## config.mk

```make
export PLATFORM = sky130hd
export DESIGN_NAME = riscv_hazard_ctrl
export DESIGN_NICKNAME = d
export VERILOG_FILES = /design/src/rtl/riscv_hazard_ctrl_pkg.sv /design/src/rtl/riscv_hazard_ctrl_perf_cnt.sv /design/src/rtl/riscv_hazard_ctrl.sv
export SDC_FILE = /design/constraint.sdc
export NUM_CORES = 1
export LEC_CHECK = 0
export ABC_AREA = 1
export ABC_CLOCK_PERIOD_IN_PS = 3600
export CORE_MARGIN = 3
export CORE_UTILIZATION = 36
export DETAILED_ROUTE_END_ITERATION = 6
export PLACE_DENSITY = 0.92
export SETUP_SLACK_MARGIN = 0.5
export SLEW_MARGIN = 10
export SYNTH_ARGS = -nofsm -noshare
export SYNTH_HDL_FRONTEND = slang
export SYNTH_HIERARCHICAL = 1
export SYNTH_SLANG_ARGS = --single-unit
```

## constraint.sdc

```tcl
create_clock -name clk -period 3.6 [get_ports clk]
set_clock_uncertainty 0.15 [all_clocks]
set_input_delay 0.54 -clock clk [delete_from_list [all_inputs] [get_ports clk]]
set_output_delay 0.54 -clock clk [all_outputs]
set_load 0.1 [all_outputs]
```

## src/rtl/riscv_hazard_ctrl_pkg.sv

```systemverilog
// Shared types for the 5-stage RISC-V hazard controller: forwarding selects,
// hazard FSM states and the datapath result/PC source encodings.
package riscv_hazard_ctrl_pkg;

  typedef enum logic [1:0] {
    FWD_NONE = 2'd0,
    FWD_M    = 2'd1,
    FWD_W    = 2'd2
  } fwd_src_e;

  typedef enum logic {
    HZ_RUN      = 1'b0,
    HZ_MEM_WAIT = 1'b1
  } hz_state_e;

  // Result source of the instruction in E; RES_SRC_MEM marks a load.
  typedef enum logic [1:0] {
    RES_SRC_ALU = 2'd0,
    RES_SRC_MEM = 2'd1,
    RES_SRC_PC4 = 2'd2
  } res_src_t;

  // PC source resolved in E; anything but PC_SRC_PLUS_4 is a redirect.
  typedef enum logic [1:0] {
    PC_SRC_PLUS_4 = 2'd0,
    PC_SRC_BRANCH = 2'd1,
    PC_SRC_JALR   = 2'd2
  } pc_src_t;

  localparam int WAIT_CNT_W = 8;

  // Forwarding select for one E-stage operand; M wins over W, x0 never forwards.
  function automatic fwd_src_e fwd_select(input logic [4:0] rs,
                                          input logic [4:0] rd_m, input logic we_m,
                                          input logic [4:0] rd_w, input logic we_w);
    fwd_src_e sel;
    sel = FWD_NONE;
    if (we_w && (rd_w != 5'd0) && (rd_w == rs)) sel = FWD_W;
    if (we_m && (rd_m != 5'd0) && (rd_m == rs)) sel = FWD_M;
    return sel;
  endfunction

endpackage

```

## src/rtl/riscv_hazard_ctrl_perf_cnt.sv

```systemverilog
// Three free-running wrapping hazard counters with individual increment enables.
module riscv_hazard_ctrl_perf_cnt #(
  parameter int CNT_W = 32
) (
  input  logic             clk,
  input  logic             rst,
  input  logic             i_stall_inc,
  input  logic             i_flush_inc,
  input  logic             i_wait_inc,
  output logic [CNT_W-1:0] o_stall_cnt,
  output logic [CNT_W-1:0] o_flush_cnt,
  output logic [CNT_W-1:0] o_wait_cnt
);

  logic [CNT_W-1:0] r_stall_cnt;
  logic [CNT_W-1:0] r_flush_cnt;
  logic [CNT_W-1:0] r_wait_cnt;

  // Counters wrap naturally at 2^CNT_W; active-low reset clears them at once.
  always_ff @(posedge clk or negedge rst) begin
    if (!rst) begin
      r_stall_cnt <= '0;
      r_flush_cnt <= '0;
      r_wait_cnt  <= '0;
    end else begin
      if (i_stall_inc) r_stall_cnt <= r_stall_cnt + 1'b1;
      if (i_flush_inc) r_flush_cnt <= r_flush_cnt + 1'b1;
      if (i_wait_inc)  r_wait_cnt  <= r_wait_cnt + 1'b1;
    end
  end

  assign o_stall_cnt = r_stall_cnt;
  assign o_flush_cnt = r_flush_cnt;
  assign o_wait_cnt  = r_wait_cnt;

endmodule

```

## src/rtl/riscv_hazard_ctrl.sv

```systemverilog
// Pipeline hazard controller: operand forwarding, load-use stall, redirect
// flush and data-memory wait with a timeout watchdog.
// Optional performance counters are built when HAZARD_PERF_CNT_EN is defined;
// otherwise the counter ports read as zero.
//
// Handshake with data memory: the M-stage access is pending while mem_req_m is
// high and completes in the cycle mem_ready_m is high. Every pending cycle
// holds F..M and bubbles W; the completing cycle is a normal pipeline cycle.
module riscv_hazard_ctrl
  import riscv_hazard_ctrl_pkg::*;
#(
  parameter int MAX_WAIT = 15,
  parameter int CNT_W    = 32
) (
  input  logic             clk,
  input  logic             rst,
  input  logic [4:0]       rs1_d,
  input  logic [4:0]       rs2_d,
  input  logic [4:0]       rs1_e,
  input  logic [4:0]       rs2_e,
  input  logic [4:0]       rd_e,
  input  logic [4:0]       rd_m,
  input  logic [4:0]       rd_w,
  input  logic             reg_we_m,
  input  logic             reg_we_w,
  input  res_src_t         res_src_e,
  input  pc_src_t          pc_src_e,
  input  logic             mem_req_m,
  input  logic             mem_ready_m,
  output fwd_src_e         fwd_a_e,
  output fwd_src_e         fwd_b_e,
  output logic             stall_f,
  output logic             stall_d,
  output logic             stall_e,
  output logic             stall_m,
  output logic             flush_d,
  output logic             flush_e,
  output logic             flush_w,
  output logic             mem_err,
  output logic [CNT_W-1:0] stall_cnt,
  output logic [CNT_W-1:0] flush_cnt,
  output logic [CNT_W-1:0] wait_cnt,
  output hz_state_e        dbg_state
);

  localparam logic [WAIT_CNT_W-1:0] MAX_WAIT_L = WAIT_CNT_W'(MAX_WAIT);

  hz_state_e             r_state;
  logic [WAIT_CNT_W-1:0] r_wait_cnt;
  logic                  r_mem_err;

  logic                  w_mem_busy;
  logic [WAIT_CNT_W-1:0] w_wait_next;
  logic                  w_timeout;
  logic                  w_redirect;
  logic                  w_load_use;

  // Once the watchdog has fired, the memory handshake no longer stalls anything.
  assign w_mem_busy  = !r_mem_err && mem_req_m && !mem_ready_m;
  assign w_wait_next = (r_state == HZ_RUN)           ? WAIT_CNT_W'(1) :
                       (r_wait_cnt == {WAIT_CNT_W{1'b1}}) ? r_wait_cnt :
                                                        r_wait_cnt + 1'b1;
  // A wait that reaches MAX_WAIT pending cycles is abandoned this cycle.
  assign w_timeout   = w_mem_busy && (w_wait_next >= MAX_WAIT_L);
  assign w_redirect  = (pc_src_e != PC_SRC_PLUS_4);
  assign w_load_use  = (res_src_e == RES_SRC_MEM) && (rd_e != 5'd0) &&
                       ((rd_e == rs1_d) || (rd_e == rs2_d));

  // Memory-wait FSM with its saturating wait counter and sticky timeout flag.
  always_ff @(posedge clk or negedge rst) begin
    if (!rst) begin
      r_state    <= HZ_RUN;
      r_wait_cnt <= '0;
      r_mem_err  <= 1'b0;
    end else if (w_timeout) begin
      r_state    <= HZ_RUN;
      r_wait_cnt <= w_wait_next;
      r_mem_err  <= 1'b1;
    end else if (w_mem_busy) begin
      r_state    <= HZ_MEM_WAIT;
      r_wait_cnt <= w_wait_next;
    end else begin
      r_state    <= HZ_RUN;
      r_wait_cnt <= '0;
    end
  end

  // Stall/flush/forward decode; memory wait dominates, then redirect, then load-use.
  always_comb begin
    fwd_a_e = FWD_NONE;
    fwd_b_e = FWD_NONE;
    stall_f = 1'b0;
    stall_d = 1'b0;
    stall_e = 1'b0;
    stall_m = 1'b0;
    flush_d = 1'b0;
    flush_e = 1'b0;
    flush_w = 1'b0;
    if (!rst) begin
      flush_d = 1'b1;
      flush_e = 1'b1;
      flush_w = 1'b1;
    end else begin
      fwd_a_e = fwd_select(rs1_e, rd_m, reg_we_m, rd_w, reg_we_w);
      fwd_b_e = fwd_select(rs2_e, rd_m, reg_we_m, rd_w, reg_we_w);
      if (w_mem_busy) begin
        stall_f = 1'b1;
        stall_d = 1'b1;
        stall_e = 1'b1;
        stall_m = 1'b1;
        flush_w = 1'b1;
      end else if (w_redirect) begin
        // D holds a wrong-path instruction, so a coincident load-use is moot.
        flush_d = 1'b1;
        flush_e = 1'b1;
      end else if (w_load_use) begin
        stall_f = 1'b1;
        stall_d = 1'b1;
        flush_e = 1'b1;
      end
    end
  end

  assign mem_err   = r_mem_err;
  assign dbg_state = r_state;

`ifdef HAZARD_PERF_CNT_EN
  riscv_hazard_ctrl_perf_cnt #(
    .CNT_W (CNT_W)
  ) u_perf_cnt (
    .clk         (clk),
    .rst         (rst),
    .i_stall_inc (stall_d),
    .i_flush_inc (flush_e && rst),
    .i_wait_inc  (r_state == HZ_MEM_WAIT),
    .o_stall_cnt (stall_cnt),
    .o_flush_cnt (flush_cnt),
    .o_wait_cnt  (wait_cnt)
  );
`else
  assign stall_cnt = '0;
  assign flush_cnt = '0;
  assign wait_cnt  = '0;
`endif

endmodule
```

Yosys cells after proc, flatten, opt, wreduce, memory -nomap -nowiden

Index checks and enable logic that the tools add are counted.
W data, S select, Z words.

Multiplexer cells: 24
Magnitude comparators: 1
Reductions and logical operators: 18
Add/subtract/negate cells: 1
Equal/unequal tests: 8

Operators by type and width:

| cell                  | number |
|---|---|
| $mux W8               | 4 |
| $eq A5 B5 Y1          | 6 |
| $reduce_bool A5 Y1    | 3 |
| $mux W1               | 14 |
| $mux W2               | 6 |
| $logic_and A1 B1 Y1   | 11 |
| $add A8 B1 Y8 const B | 1 |
| $eq A8 B8 Y1 const B  | 1 |
| $ge A8 B4 Y1 const B  | 1 |
| $eq A2 B1 Y1 const B  | 1 |
| $logic_not A1 Y1      | 2 |
| $reduce_bool A2 Y1    | 1 |
| $logic_or A1 B1 Y1    | 1 |

Flip-flop bits (word level): 10
Input bits: 45
Output and inout port bits: 109
Word-level logic and storage cells: 55

Longest topological paths before layout

Word-level depth: 7
Depth in mapped cells: 12
Mapped depth without buffers: 12

Worst setup path before layout

OpenSTA, ideal clock, no wires.

Path type: register to output
From: register r_mem_err, in the netlist mem_err
To: output stall_f
Path slack: -1029 ps
Data arrival time: 3939 ps
Stages on the path, launching flop included: 5
Required time: 2910 ps
Path buffers: 1
Path through: dfrtp_1 > nor3_1 > inv_1 > o21ai_0 > buf_4

Word-level cells in the longest chain between the ends: 5

RTL lines:

| element                           | RTL line                | text |
|---|---|---|
| start: declaration                | riscv_hazard_ctrl.sv:50 | `logic r_mem_err;` |
| start signal: assignment          | riscv_hazard_ctrl.sv:74 | `r_mem_err <= 1'b0;` |
| start signal: assignment          | riscv_hazard_ctrl.sv:78 | `r_mem_err <= 1'b1;` |
| $logic_not A1 Y1                  | riscv_hazard_ctrl.sv:59 | `assign w_mem_busy = !r_mem_err && mem_req_m && !mem_ready_m;` |
| $logic_and A1 B1 Y1 (2 in series) | riscv_hazard_ctrl.sv:59 |  |
| $mux W1 (2 in series)             | n/a                     |  |
| end: declaration                  | riscv_hazard_ctrl.sv:32 | `output logic stall_f,` |

No other way between the ends.

Worst setup path in the final report

From: input rd_e[1]
To: output stall_d

Word-level cells in the longest chain between the ends: 7
Elaborated cells between the ends (all ways): 10
Classes of those cells: eq/ne: 2; mux: 4; reduce/logical: 4

RTL lines:

| element                                                          | RTL line                                         | text |
|---|---|---|
| start: declaration                                               | riscv_hazard_ctrl.sv:21                          | `input logic [4:0] rd_e,` |
| $eq A5 B5 Y1 / $reduce_bool A5 Y1 (equally long branches)        | riscv_hazard_ctrl.sv:67, riscv_hazard_ctrl.sv:66 |  |
| $logic_or A1 B1 Y1 / $logic_and A1 B1 Y1 (equally long branches) | riscv_hazard_ctrl.sv:67, riscv_hazard_ctrl.sv:66 |  |
| $logic_and A1 B1 Y1 (*)                                          | riscv_hazard_ctrl.sv:66                          | `assign w_load_use = (res_src_e == RES_SRC_MEM) && (rd_e != 5'd0) &&` |
| $mux W1 (*)                                                      | riscv_hazard_ctrl.sv:116                         | `end else if (w_load_use) begin` |
| $mux W1 (*)                                                      | riscv_hazard_ctrl.sv:112                         | `end else if (w_redirect) begin` |
| $mux W1 (*)                                                      | riscv_hazard_ctrl.sv:106                         | `if (w_mem_busy) begin` |
| $mux W1 (*)                                                      | riscv_hazard_ctrl.sv:99                          | `if (!rst) begin` |
| end: declaration                                                 | riscv_hazard_ctrl.sv:33                          | `output logic stall_d,` |

Every way passes the cells marked *; elsewhere a longest branch is shown, timed or not.

==> results by group <==
Setup path
  • CP max stage delay: approximately 0.47 ns
  • CP startpoint: rd_e[1]
  • Stages on worst setup path: 8
  • Crit start category: input pin
  • WP buf/inv: 2
  • Worst R2R Setup Slack: ~1.8 ns
  • Worst setup endpoint: stall_d
  • Worst path slowest cell: clkdlybuf4s50_1
  • Arrival @ worst endpoint: 2.07 ns
  • Critical Path End Type: primary output
  • Crit-path cells: clkdlybuf4s50_1, or2_2, a21oi_1, nand4_1, nand2_1, nand3_1, o21ai_2, buf_12
  • R2R cell count: 12
  • Reg2Reg Launch Point: r_wait_cnt[0]$_DFF_PN0_
  • Worst r2r dst: mem_err$_DFFE_PN0P_
  • Delay-heaviest family, CP: buffers and inverters
  • Kind of critical path: in2out
  • Worst path required time: 2.91 ns
  • Peak fanout along the critical path: 5

Route
  • DR vias/cell: around 3.9
  • 1st-iter DRT viols: 90
  • Routed Antenna Nets: 0
  • WL met3: 371 µm
  • DRT met1 WL: 1250 µm
  • WL final: 4030 µm
  • Routed met2 length: 2330 µm
  • Router iterations before antenna repair: 4
  • DR WL/cell: 10.3 µm
  • Uppermost layer routed: met4
  • Vias: roughly 1,500
  • Number of remaining DRC errors: 0

Synthesis
  • Synth Area in Adders: 0.683%
  • Avg Cell Area, Syn: 6.84 µm²
  • Dominant cells by area after synthesis: buf_4 40%, dfrtp_1 14%, xor2_1 7.6%, nand2_1 6.8%, nor2_1 6.8%
  • Top cell type's share of synthesized area: around 40%
  • Simple-gate share of the synthesized area: 24.7%
  • Register area share after synthesis: 13.7%
  • Main combinational cell family by area after synthesis: buffers and inverters
  • Synth Instances: 268
  • Multiplexer share of the synthesized area: 0%
  • Yosys reg bits: 10
  • Post-Synth XOR/XNOR Area: about 14%
  • YS warnings: 6
  • Yosys top cell by area: buf_4
  • Count of cell types in the netlist: 24
  • Synth Cell Area: 1830 µm²
  • Post-synthesis compound-gate area fraction: between 2 and 2.5%

STA
  • Max-slew headroom: between 30 and 40%
  • Hold Violations, Final: 0
  • Final Max Tran Viols: 0
  • Max Freq: 0.363 GHz
  • Final period utilization: between 70 and 80%
  • Crit path time final: 2.76 ns
  • Setup tns final: 0 ns
  • Setup violators final: 0
  • Tightest Pin Transition: 0.961 ns
  • Unrepaired setup endpoints after global routing: no

Finish
  • Flip-flop and latch area: 250 µm²
  • ANT cells: 0
  • Final core utilization: between 40% and 50%
  • Area of the multi-input gates: 1140 µm²
  • Area growth, synth to finish: 22.6%
  • Final net count: 373
  • Share of post-route cells with drive strength above 1: under 10%
  • Filler cell count in the final layout: 478

Clocking
  • CTS HTree Levels: 1
  • Cts bufs inserted: 3
  • CTS tree: yes
  • CTS Sinks: 10
  • CTS Buffer Depth: 2
  • Clk_lat worst skew: 0.23 ns
  • Hold-fix buffers, CTS: 0
  • Post-CTS Setup Bufs: 0
  • Resized Gates After CTS: 0
  • Clock Tree Root: clkbuf_8
  • Clk slew on worst S/H paths: 0.04 ns

GRT
  • Grt total ovfl: 0
  • Global Route Usage Sum: between 10% and 20%
  • Number of global-route vias before repair: approximately 1,400
  • Initial antenna violation count: 0
  • First-pass GRT wire length: 6230 µm
  • Largest net degree at the start of global routing: 15

Hold path
  • Hold Crit Class: reg2reg
  • Hold path start: mem_err$_DFFE_PN0P_

Power and ir drop
  • Peak supply drop: 0.222 mV
  • Total power: 0.785 mW
  • Cell Pwr Density: 349 nW/µm²
  • P_leak: 1.11 nW

Run status
  • Status: finished clean

Placement
  • IO Port Bufs: 57
  • GP Congestion: roughly 0.83
  • Post-DP HPWL: approximately 3600 µm

Floorplanning
  • Core Footprint: slightly below 5000 µm²
  • Starting Density: between 30% and 40%
  • Die X-Extent: 77.4 µm
  • I/O pin count: between 150 and 200
  • Num rows: 25
  • DIE AREA: 5980 µm²
  • Die H: 77.4 µm

Job
  • Maxcap violations: 0
## layout by cell type, fill, tap and decap left out, types with 3 or more instances in the layout
master	Yosys	layout
o21ai_0	6	5
xor2_1	16	16
conb_1	1	96
nor3_1	4	4
a21oi_1	3	3
dfrtp_1	10	10
inv_1	19	19
clkbuf_8	0	3
clkdlybuf4s50_1	0	45
buf_4	98	4
nor2_1	33	32
xnor2_1	13	13
nand3_1	13	13
nand4_1	4	4
nand2_1	33	33
buf_12	0	9
## cells in the mapped netlist (all sizes together)
library cell,number
nor4,2
nor2,35
dfrtp,10
xnor2,13
nor3,4
nand4,4
o21ai,6
inv,20
nand3,15
or2,1
conb,1
buf,98
ha,1
clkbuf,1
a21oi,3
xor2,16
nand2,36
nand3b,2
## worst min path at each step
| stage | endpoint | slack, ns | cells past startpoint |
|---|---|---|---|
| CTS | mem_err$_DFFE_PN0P_ | 0.34 | 2 |
| finish | mem_err$_DFFE_PN0P_ | 0.34 | 2 |
| floorplan | dbg_state$_DFF_PN0_ | 0.09 | 0 |
| global placement | mem_err$_DFFE_PN0P_ | 0.33 | 2 |
| global route | mem_err$_DFFE_PN0P_ | 0.37 | 2 |
| detailed placement | mem_err$_DFFE_PN0P_ | 0.33 | 2 |
## per-stage QoR
step,instance area [µm²],hold WS [ns],setup slack [ns],std cells
after floorplan,2200,0.0944,0.424,363
after global placement,2210,0.329,0.870,389
after detailed placement,2210,0.333,0.831,389
after CTS,2250,0.344,0.834,392
after global routing,2250,0.371,0.687,392
final,2250,0.342,0.842,392
## area by class of cell
class                   instances  area share (%)
inverters                      20            3.34
repair buffers                 58            29.4
well taps                      67            3.73
clock buffers                   3            1.84
multi-input cells             234            50.6
flip-flops and latches         10            11.1
## metal layers
metal | track usage [%] | vias up
met5 | 0 | -
met4 | 3.74 | 0
li1 | - | 750
met3 | 2.32 | 9
met1 | 12.7 | 679
met2 | 25.6 | 91
## flip-flops by register name (all words and copies together) (netlist names)
| register | cells |
|---|---|
| r_wait_cnt | 8 |
| dbg_state | 1 |
| mem_err | 1 |
## cell families after synthesis
logic type / after synthesis
other cells: 1
flops: 10
compound gates: 9
xor+xnor: 29
buf+inv: 119
simple gates: 99
fa+ha+maj: 1
## where the power goes
part           leakage, nW  switching [mW]  internal (mW)  total [mW]
sequential           0.135               0          0.113       0.113
clock               0.0216          0.0378         0.0727       0.110
combinational        0.958           0.492         0.0692       0.561
total                 1.11           0.530          0.255       0.785
## tightest hold or removal path, cell delays in order (launching register included)
cell and delay (ns):
dfrtp_1 0.36, inv_1 0.05, nand2_1 0.05
No activity file was read; power rests on OpenSTA's default activity.
